**src/rtl/bsh_pkg.sv**
```systemverilog
// Shared constants and request bundle type for the barrel-shift arbiter slice.
package bsh_pkg;

  localparam int BSH_W    = 32;
  localparam int BSH_SH_W = 5;

  localparam logic DIR_LEFT  = 1'b0;
  localparam logic DIR_RIGHT = 1'b1;

  typedef struct packed {
    logic [BSH_W-1:0]    data;
    logic                dir;
    logic [BSH_SH_W-1:0] sh;
  } bsh_req_t;

endpackage

```
**src/rtl/bsh_rot_core.sv**
```systemverilog
// Combinational 32-bit rotator: five log stages (1, 2, 4, 8, 16) with direction select.
module bsh_rot_core
  import bsh_pkg::*;
(
  input  logic [BSH_W-1:0]    data,
  input  logic                dir,
  input  logic [BSH_SH_W-1:0] sh,
  output logic [BSH_W-1:0]    result
);

  logic [BSH_W-1:0] x;

  // Each stage rotates by a fixed power of two; the loop unrolls into five mux layers.
  always_comb begin
    x = data;
    for (int unsigned i = 0; i < BSH_SH_W; i++) begin
      if (sh[i]) begin
        if (dir == DIR_RIGHT)
          x = (x >> (1 << i)) | (x << (BSH_W - (1 << i)));
        else
          x = (x << (1 << i)) | (x >> (BSH_W - (1 << i)));
      end
    end
    result = x;
  end

endmodule

```
**src/rtl/bsh_arb.sv**
```systemverilog
// Round-robin arbiter sharing one barrel rotator between N_REQ requesters,
// with a registered valid/ready response port and a saturating op counter.
module bsh_arb
  import bsh_pkg::*;
#(
  parameter int N_REQ = 4,
  parameter int ID_W  = 2
) (
  input  logic                      clk,
  input  logic                      rst_n,
  input  logic [N_REQ-1:0]          req_valid,
  output logic [N_REQ-1:0]          req_ready,
  input  logic [N_REQ*BSH_W-1:0]    req_data,
  input  logic [N_REQ-1:0]          req_dir,
  input  logic [N_REQ*BSH_SH_W-1:0] req_sh,
  output logic                      rsp_valid,
  input  logic                      rsp_ready,
  output logic [BSH_W-1:0]          rsp_data,
  output logic [ID_W-1:0]           rsp_id,
  output logic [15:0]               op_cnt
);

  logic [ID_W-1:0]  rr_ptr;
  logic [ID_W-1:0]  grant_id;
  logic [ID_W-1:0]  next_ptr;
  logic [N_REQ-1:0] grant;
  logic             found;
  logic             out_free;
  logic             accept;
  int unsigned      idx;
  bsh_req_t         reqs [N_REQ];
  bsh_req_t         sel;
  logic [BSH_W-1:0] rot;

  for (genvar g = 0; g < N_REQ; g++) begin : g_unpack
    assign reqs[g] = '{data: req_data[BSH_W*g +: BSH_W],
                       dir:  req_dir[g],
                       sh:   req_sh[BSH_SH_W*g +: BSH_SH_W]};
  end

  // Priority scan starting at rr_ptr, wrapping modulo N_REQ; first hit wins.
  always_comb begin
    grant_id = '0;
    found    = 1'b0;
    idx      = 0;
    for (int unsigned off = 0; off < N_REQ; off++) begin
      idx = (32'(rr_ptr) + off) % N_REQ;
      if (!found && req_valid[idx]) begin
        found    = 1'b1;
        grant_id = ID_W'(idx);
      end
    end
  end

  always_comb begin
    grant = '0;
    if (found) grant[grant_id] = 1'b1;
  end

  assign out_free  = !rsp_valid || rsp_ready;
  assign accept    = rst_n && out_free && found;
  assign req_ready = accept ? grant : '0;
  assign sel       = reqs[grant_id];
  assign next_ptr  = (grant_id == ID_W'(N_REQ - 1)) ? '0 : grant_id + 1'b1;

  bsh_rot_core u_rot (
    .data   (sel.data),
    .dir    (sel.dir),
    .sh     (sel.sh),
    .result (rot)
  );

  always_ff @(posedge clk) begin
    if (!rst_n) begin
      rsp_valid <= 1'b0;
      rsp_data  <= '0;
      rsp_id    <= '0;
      rr_ptr    <= '0;
      op_cnt    <= '0;
    end else begin
      if (accept) begin
        rsp_valid <= 1'b1;
        rsp_data  <= rot;
        rsp_id    <= grant_id;
        rr_ptr    <= next_ptr;
      end else if (rsp_ready) begin
        rsp_valid <= 1'b0;
      end
      if (rsp_valid && rsp_ready && op_cnt != '1)
        op_cnt <= op_cnt + 16'd1;
    end
  end

endmodule

```
**config.mk**
```make
export PLATFORM = sky130hd
export DESIGN_NAME = bsh_arb
export DESIGN_NICKNAME = d
export VERILOG_FILES = /design/src/rtl/bsh_pkg.sv /design/src/rtl/bsh_rot_core.sv /design/src/rtl/bsh_arb.sv
export SDC_FILE = /design/constraint.sdc
export NUM_CORES = 1
export LEC_CHECK = 0
export CORE_ASPECT_RATIO = 1.1
export CORE_MARGIN = 5
export CORE_UTILIZATION = 45
export CTS_CLUSTER_DIAMETER = 50
export CTS_CLUSTER_SIZE = 28
export DETAILED_ROUTE_END_ITERATION = 8
export DONT_BUFFER_PORTS = 1
export GPL_ROUTABILITY_DRIVEN = 1
export HOLD_SLACK_MARGIN = 0.12
export PLACE_DENSITY_LB_ADDON = 0.15
export SKIP_CTS_REPAIR_TIMING = 1
export SLEW_MARGIN = 30
export SYNTH_ARGS = -nofsm -noshare
export SYNTH_HDL_FRONTEND = slang
export SYNTH_SLANG_ARGS = --single-unit
export TNS_END_PERCENT = 100
```
**constraint.sdc**
```tcl
create_clock -name clk -period 3.8 [get_ports clk]
set_clock_uncertainty 0.2 [all_clocks]
set_input_delay 0.76 -clock clk [delete_from_list [all_inputs] [get_ports clk]]
set_output_delay 0.76 -clock clk [all_outputs]
set_load 0.01 [all_outputs]
```
# Word level (Yosys, flattened, before mapping)
# Index checks and enable logic that the tools add are counted.
# op_classes
n_addsub	5
mul	0
div	0
order_cmp	7
eq_ne	2
shift	0
n_mux	35
bitwise_logic	10
reduce_logical	14
# ops
cell	n
32-bit two-way mux	9
38-bit binary-select mux with 2-bit select	1
38-bit two-way mux	2
24-bit by 32-bit bitwise OR with 32-bit output	1
28-bit by 32-bit bitwise OR with 32-bit output	1
30-bit by 32-bit bitwise OR with 32-bit output	1
31-bit by 32-bit bitwise OR with 32-bit output	1
32-bit by 1-bit bitwise OR with 32-bit output	1
32-bit by 16-bit bitwise OR with 32-bit output	1
32-bit by 2-bit bitwise OR with 32-bit output	1
32-bit by 4-bit bitwise OR with 32-bit output	1
32-bit by 8-bit bitwise OR with 32-bit output	1
16-bit by 1-bit adder with 16-bit output, second input constant	1
16-bit != test, second input constant	1
2-bit by 3-bit less-than comparator with 1-bit output, second input constant	5
1-bit two-way mux	11
2-bit two-way mux	5
1-bit binary-select mux with 2-bit select	4
1-bit logical AND	8
4-bit two-way mux	2
2-bit by 1-bit adder with 2-bit output, second input constant	2
2-bit adder, second input constant	2
1-bit logical NOT	4
3-bit >= comparator, second input constant	1
6 further kinds	6
# word_totals
register_bits	53
latch_bits	0
ram_bits	0
romBits	0
input_bits	159
out_inout_bits	55
elab_cells	78
n_memories	0

# Longest topological paths before layout
# logic_depth
depth_word	30
mapped_depth	17
mapped_depth_nobuf	12

# Cells and area by module
# From an unflattened synthesis, not the netlist that was laid out.
# hier_totals
cells_unflattened	962
area_unflattened_um2	7528.5
# modules_own_cells
module	instances	cells_each	area_each_um2	seq_area_each_um2
bsh_rot_core	1	562	3972.6	0.0
bsh_arb	1	400	3555.9	1061.0

# Worst setup path after synthesis
# No wires, ideal clock.
# synth_timing
path_type	input to register
startpoint	input port req_valid[2]
endpoint	register rsp_data[6]
arrival_time_ns	3.444
t_required_ns	3.540
setup_slack_ns	0.096
path_stages	13
path_buffers	2
path_cell_list	nor2b_1 -> a211o_1 -> buf_6 -> buf_2 -> nand2_1 -> clkinv_1 -> mux2i_1 -> mux2i_2 -> nand2_1 -> nand2_1 -> mux2_2 -> o221ai_1 -> o221a_1
# synth_between
elab_chain_len	30
word_cells_on_any_way	45
classes_between	mux: 28; bitwise: 10; reduce/logical: 7
# synth_lines
item	line_no	rtl
from (decl)	bsh_arb.sv:11	input logic [N_REQ-1:0] req_valid,
1-bit binary-select mux with 2-bit select	bsh_arb.sv:48	if (!found && req_valid[idx]) begin
1-bit two-way mux (implied by the code)	bsh_arb.sv:48	
1-bit two-way mux	bsh_arb.sv:48	
1-bit logical NOT	bsh_arb.sv:48	
1-bit logical AND	bsh_arb.sv:48	
1-bit two-way mux	bsh_arb.sv:48	
1-bit logical NOT	bsh_arb.sv:48	
1-bit logical AND	bsh_arb.sv:48	
[... 4 more ...]	-	
net grant_id[1]	bsh_arb.sv:24	logic [ID_W-1:0] grant_id;
[... 10 more ...]	-	
32-bit by 4-bit bitwise OR with 32-bit output or 28-bit by 32-bit bitwise OR with 32-bit output (tied branches)	bsh_rot_core.sv:21, bsh_rot_core.sv:19	
32-bit two-way mux	bsh_rot_core.sv:18	if (dir == DIR_RIGHT)
32-bit two-way mux	bsh_rot_core.sv:17	if (sh[i]) begin
32-bit by 8-bit bitwise OR with 32-bit output or 24-bit by 32-bit bitwise OR with 32-bit output (tied branches)	bsh_rot_core.sv:21, bsh_rot_core.sv:19	
32-bit two-way mux	bsh_rot_core.sv:18	
32-bit two-way mux	bsh_rot_core.sv:17	
32-bit by 16-bit bitwise OR with 32-bit output	bsh_rot_core.sv:19, bsh_rot_core.sv:21	
32-bit two-way mux (*)	bsh_rot_core.sv:17	
to (signal assigned)	bsh_arb.sv:83	rsp_data <= rot;
to (decl)	bsh_arb.sv:18	output logic [BSH_W-1:0] rsp_data,
# Mark *: on every way through the listed nets, which the timed path passes. The rest lies on a longest branch. The select of a mux whose other input is x is not followed.
# A chain may end at the register's enable or synchronous reset.

# Final worst setup path
# layout_timing
startpoint	input port req_valid[2]
endpoint	register rsp_data[18]
# layout_between
elab_chain_len	30
word_cells_on_any_way	45
classes_between	mux: 28; bitwise: 10; reduce/logical: 7
# layout_lines
item	line_no
1-bit binary-select mux with 2-bit select	bsh_arb.sv:48
1-bit two-way mux (implied by the code)	bsh_arb.sv:48
1-bit two-way mux	bsh_arb.sv:48
1-bit logical NOT	bsh_arb.sv:48
1-bit logical AND	bsh_arb.sv:48
1-bit two-way mux	bsh_arb.sv:48
1-bit logical NOT	bsh_arb.sv:48
1-bit logical AND	bsh_arb.sv:48
[... 14 more ...]	-
32-bit by 4-bit bitwise OR with 32-bit output or 28-bit by 32-bit bitwise OR with 32-bit output (tied branches)	bsh_rot_core.sv:21, bsh_rot_core.sv:19
32-bit two-way mux	bsh_rot_core.sv:18
32-bit two-way mux	bsh_rot_core.sv:17
32-bit by 8-bit bitwise OR with 32-bit output or 24-bit by 32-bit bitwise OR with 32-bit output (tied branches)	bsh_rot_core.sv:21, bsh_rot_core.sv:19
32-bit two-way mux	bsh_rot_core.sv:18
32-bit two-way mux	bsh_rot_core.sv:17
32-bit by 16-bit bitwise OR with 32-bit output	bsh_rot_core.sv:19, bsh_rot_core.sv:21
32-bit two-way mux	bsh_rot_core.sv:17
# Several ways; a longest one is shown, not always the timed one. The select of a mux whose other input is x is not followed.

==> reports/results.tsv <==
metric	value	unit
outcome	finished, violations left	
violations	setup timing	
syn_area	0.008895	mm2
cts.sinks	53	
setup_viol	15	
fmax	254.6	MHz
initial_core_util	0.4524	
final_cells	1985	
fin_nets	1896	
crit_path_start_kind	input port	
clock_latency	300	ps
ys_ff_latch	53	
dp.cells	1900	
hold_viol	0	
fin_crit	3927	ps
syn_nets	1507	
path_max_fanout	8	
crit_path_start	req_valid[2]	
grt_overflow	0	
fin_area	0.01397	mm2
yosys.cell_types.count	86	
ys.flop_type	dfxtp_1	
whs_path_depth	2	
pwr-share-comb	0.912	
cp-end-kind	register	
gp_congestion	1.074	
cts_max_level	2	
viasPerCell	7.122	
grt_pass1_wl	74.51	mm
cts_tree	built	
ant_nets	0	
io_pins	214	
pwr-share-clk	0.033	
syn_inst	1343	
rsz0062_at_grt	yes	
drt_iter0_drc	1880	
critical_path.reg2reg.endpoint	rsp_data[18]	
avgRoutedWirePerCell	27.17	um
p_leak	5.712	nW
dpl_cell_area	0.01214	mm2
die_h	157.5	um
drive_gt1_frac	0.4051	
synth_edf_count	0	
io_buffers	0	
dr.pass1.iters	7	
yosysWarnings	0	
hp-start	rsp_id[0]	
final_util	0.7108	
setup_slack	-127.2	ps
slew_headroom	0.4746	
grt.total_usage	0.4213	
die_x	144.1	um
antenna_found_initial	0	
timing.final.crit_share	1.033	
seqPwrFrac	0.055	
cts_max_path_buffers	2	
p_int	6.925	mW
cellPowerDensity	1061	mW/mm2
whs	307.5	ps
r2r_cells	17	
crit-reg2reg-launch	rr_ptr[0]	
dpl.hpwl	40.41	mm
grt_max_degree	51	
drcViolationCount	0	
fill_cells	1607	
core_area	0.01966	mm2
p_sw_frac	0.5329	
die_area	0.02268	mm2
vias	14140	
clk_transition_reported_paths	80	ps
ff2ff_setup_slack	-40	ps
finalMaxSlewViolations	0	
ir_drop	647.9	uV
cts_made_buffers	5	
switchingPower	7.902	mW
crit_arrival	3920	ps
grt_pass1_vias	12690	
synth-async-reset-ratio	0	
avgSynthCellArea	6.623	um2
drt-total-wl	53.94	mm
setup_tns	-592.7	ps
synth-seq-area-share	0.1193	
areaGrowthSynthToFinish	57.11	%
critPathRequiredTime	3790	ps
drv_cap	0	
rows	54	
critPathKind	in -> reg	
cts-root-buf	clkbuf_16	
num_antenna_cells	0	
worstHoldPathType	reg -> reg	
min_to	rsp_id[0]	
tightest_slew	786.0	ps
sequential cells by signal, summed over array words and instances, names as in the netlist:
name	count
rr_ptr	2
op_cnt	16
rsp_id	2
rsp_data	32
rsp_valid	1
synthesized netlist by cell type, drive strengths merged (4+ instances only):
cell type / n / area, um2
nand3: 235 / 1211
o21ai: 138 / 690.7
nand2: 131 / 494.2
buf: 91 / 540.5
a21oi: 83 / 415.4
nor2: 78 / 305.3
o211ai: 66 / 554.3
dfxtp: 53 / 1061
nand4: 51 / 331.6
clkbuf: 44 / 165.2
a22oi: 37 / 277.8
a31oi: 36 / 231.5
mux2i: 34 / 344.1
a211oi: 27 / 257.8
nor3: 25 / 150.1
a311oi: 17 / 161.4
o22ai: 17 / 106.4
o221ai: 13 / 132.6
a221oi: 12 / 117.6
a32oi: 12 / 112.6
and2: 11 / 68.82
and3: 11 / 68.82
xor2: 9 / 78.83
or3: 8 / 50.05
a221o: 7 / 70.07
mux2: 7 / 78.83
a222oi: 6 / 60.06
nor2b: 6 / 40.04
o221a: 6 / 67.56
ha: 5 / 62.56
inv: 5 / 18.76
nor4: 5 / 46.29
o2111ai: 5 / 43.79
o32ai: 5 / 43.79
a211o: 4 / 35.03
power by group through the flow:
stage	combinational, mW	clock [mW]	sequential [mW]
after detailed placement	11.2	0	0.825
after floorplan	5.55	0	0.790
after global placement	11.1	0	0.821
final	13.5	0.489	0.815
after CTS	11.2	0.486	0.813
after global routing	14.0	0.518	0.833
per-stage QoR:
stage               worst slack, ps  power, mW
detailed placement           -591.2      12.02
global placement             -572.1      11.96
global route                 -198.7      15.33
CTS                          -300.6      12.53
finish                       -127.2      14.83
floorplan                     95.79      6.340
placed cells by master, fill, tap and decap left out, types with 15 or more instances in the layout:
cell type | netlist | routed
a211oi_1 | 19 | 15
a21oi_1 | 83 | 72
a22oi_1 | 37 | 26
a31oi_1 | 35 | 30
buf_12 | 0 | 28
buf_4 | 20 | 445
buf_6 | 6 | 26
clkbuf_16 | 0 | 16
dfxtp_1 | 53 | 51
mux2i_1 | 33 | 28
nand2_1 | 130 | 129
nand3_1 | 228 | 210
nand3_2 | 7 | 23
nand4_1 | 49 | 49
nor2_1 | 75 | 70
nor3_1 | 20 | 17
o211ai_1 | 56 | 56
o21ai_0 | 124 | 106
o21ai_1 | 14 | 24
o22ai_1 | 17 | 15
worst max path at each step:
| stage | to | depth (start not counted) | slack (ps) |
|---|---|---|---|
| floorplan | rsp_data[6] | 13 | 100 |
| global placement | rsp_data[18] | 18 | -570 |
| detailed placement | rsp_data[18] | 18 | -590 |
| CTS | rsp_data[18] | 18 | -300 |
| global route | rsp_data[25] | 17 | -200 |
| finish | rsp_data[18] | 17 | -130 |
critical path: stages:
cell,delay (ps)
nor2b_2,290
a211oi_4,110
buf_12,170
buf_4,140
buf_4,140
o21ai_0,240
nand3_1,210
nand2_1,190
buf_4,210
o211ai_1,130
a211oi_2,250
buf_4,240
a22oi_2,100
a31oi_1,250
buf_4,180
o21ai_1,60
o221a_2,250
cells by family (layout without fill, tap and decap cells):
kind of cell,count (synthesis),count (layout),synth area share
compound gates,521,522,0.4091
xor+xnor,12,12,0.01182
fa+ha+maj,5,5,0.007033
buf+inv,141,530,0.08187
flops,53,53,0.1193
mux,44,44,0.05514
simple gates,567,567,0.3158
routing by layer:
| metal | part of all wire | GRT usage | up-vias |
|---|---|---|---|
| met5 | 0 | 0 | - |
| met3 | 0.12 | 0.06776 | 370 |
| li1 | - | - | 6083 |
| met1 | 0.36 | 0.5296 | 6412 |
| met2 | 0.43 | 0.6716 | 1272 |
| met4 | 0.097 | 0.2574 | 0 |
cell type report:
cell class / instances / area (um2) / share of cell area
well taps: 252 / 315.3 / 0.02256
clock buffers: 6 / 138.9 / 0.009938
flip-flops and latches: 53 / 1064 / 0.07610
inverters: 6 / 25.02 / 0.001791
clock inverters: 2 / 16.27 / 0.001164
multi-input cells: 1150 / 7874 / 0.5634
repair buffers: 516 / 4542 / 0.3250
Power figures use the tool's default switching activity.
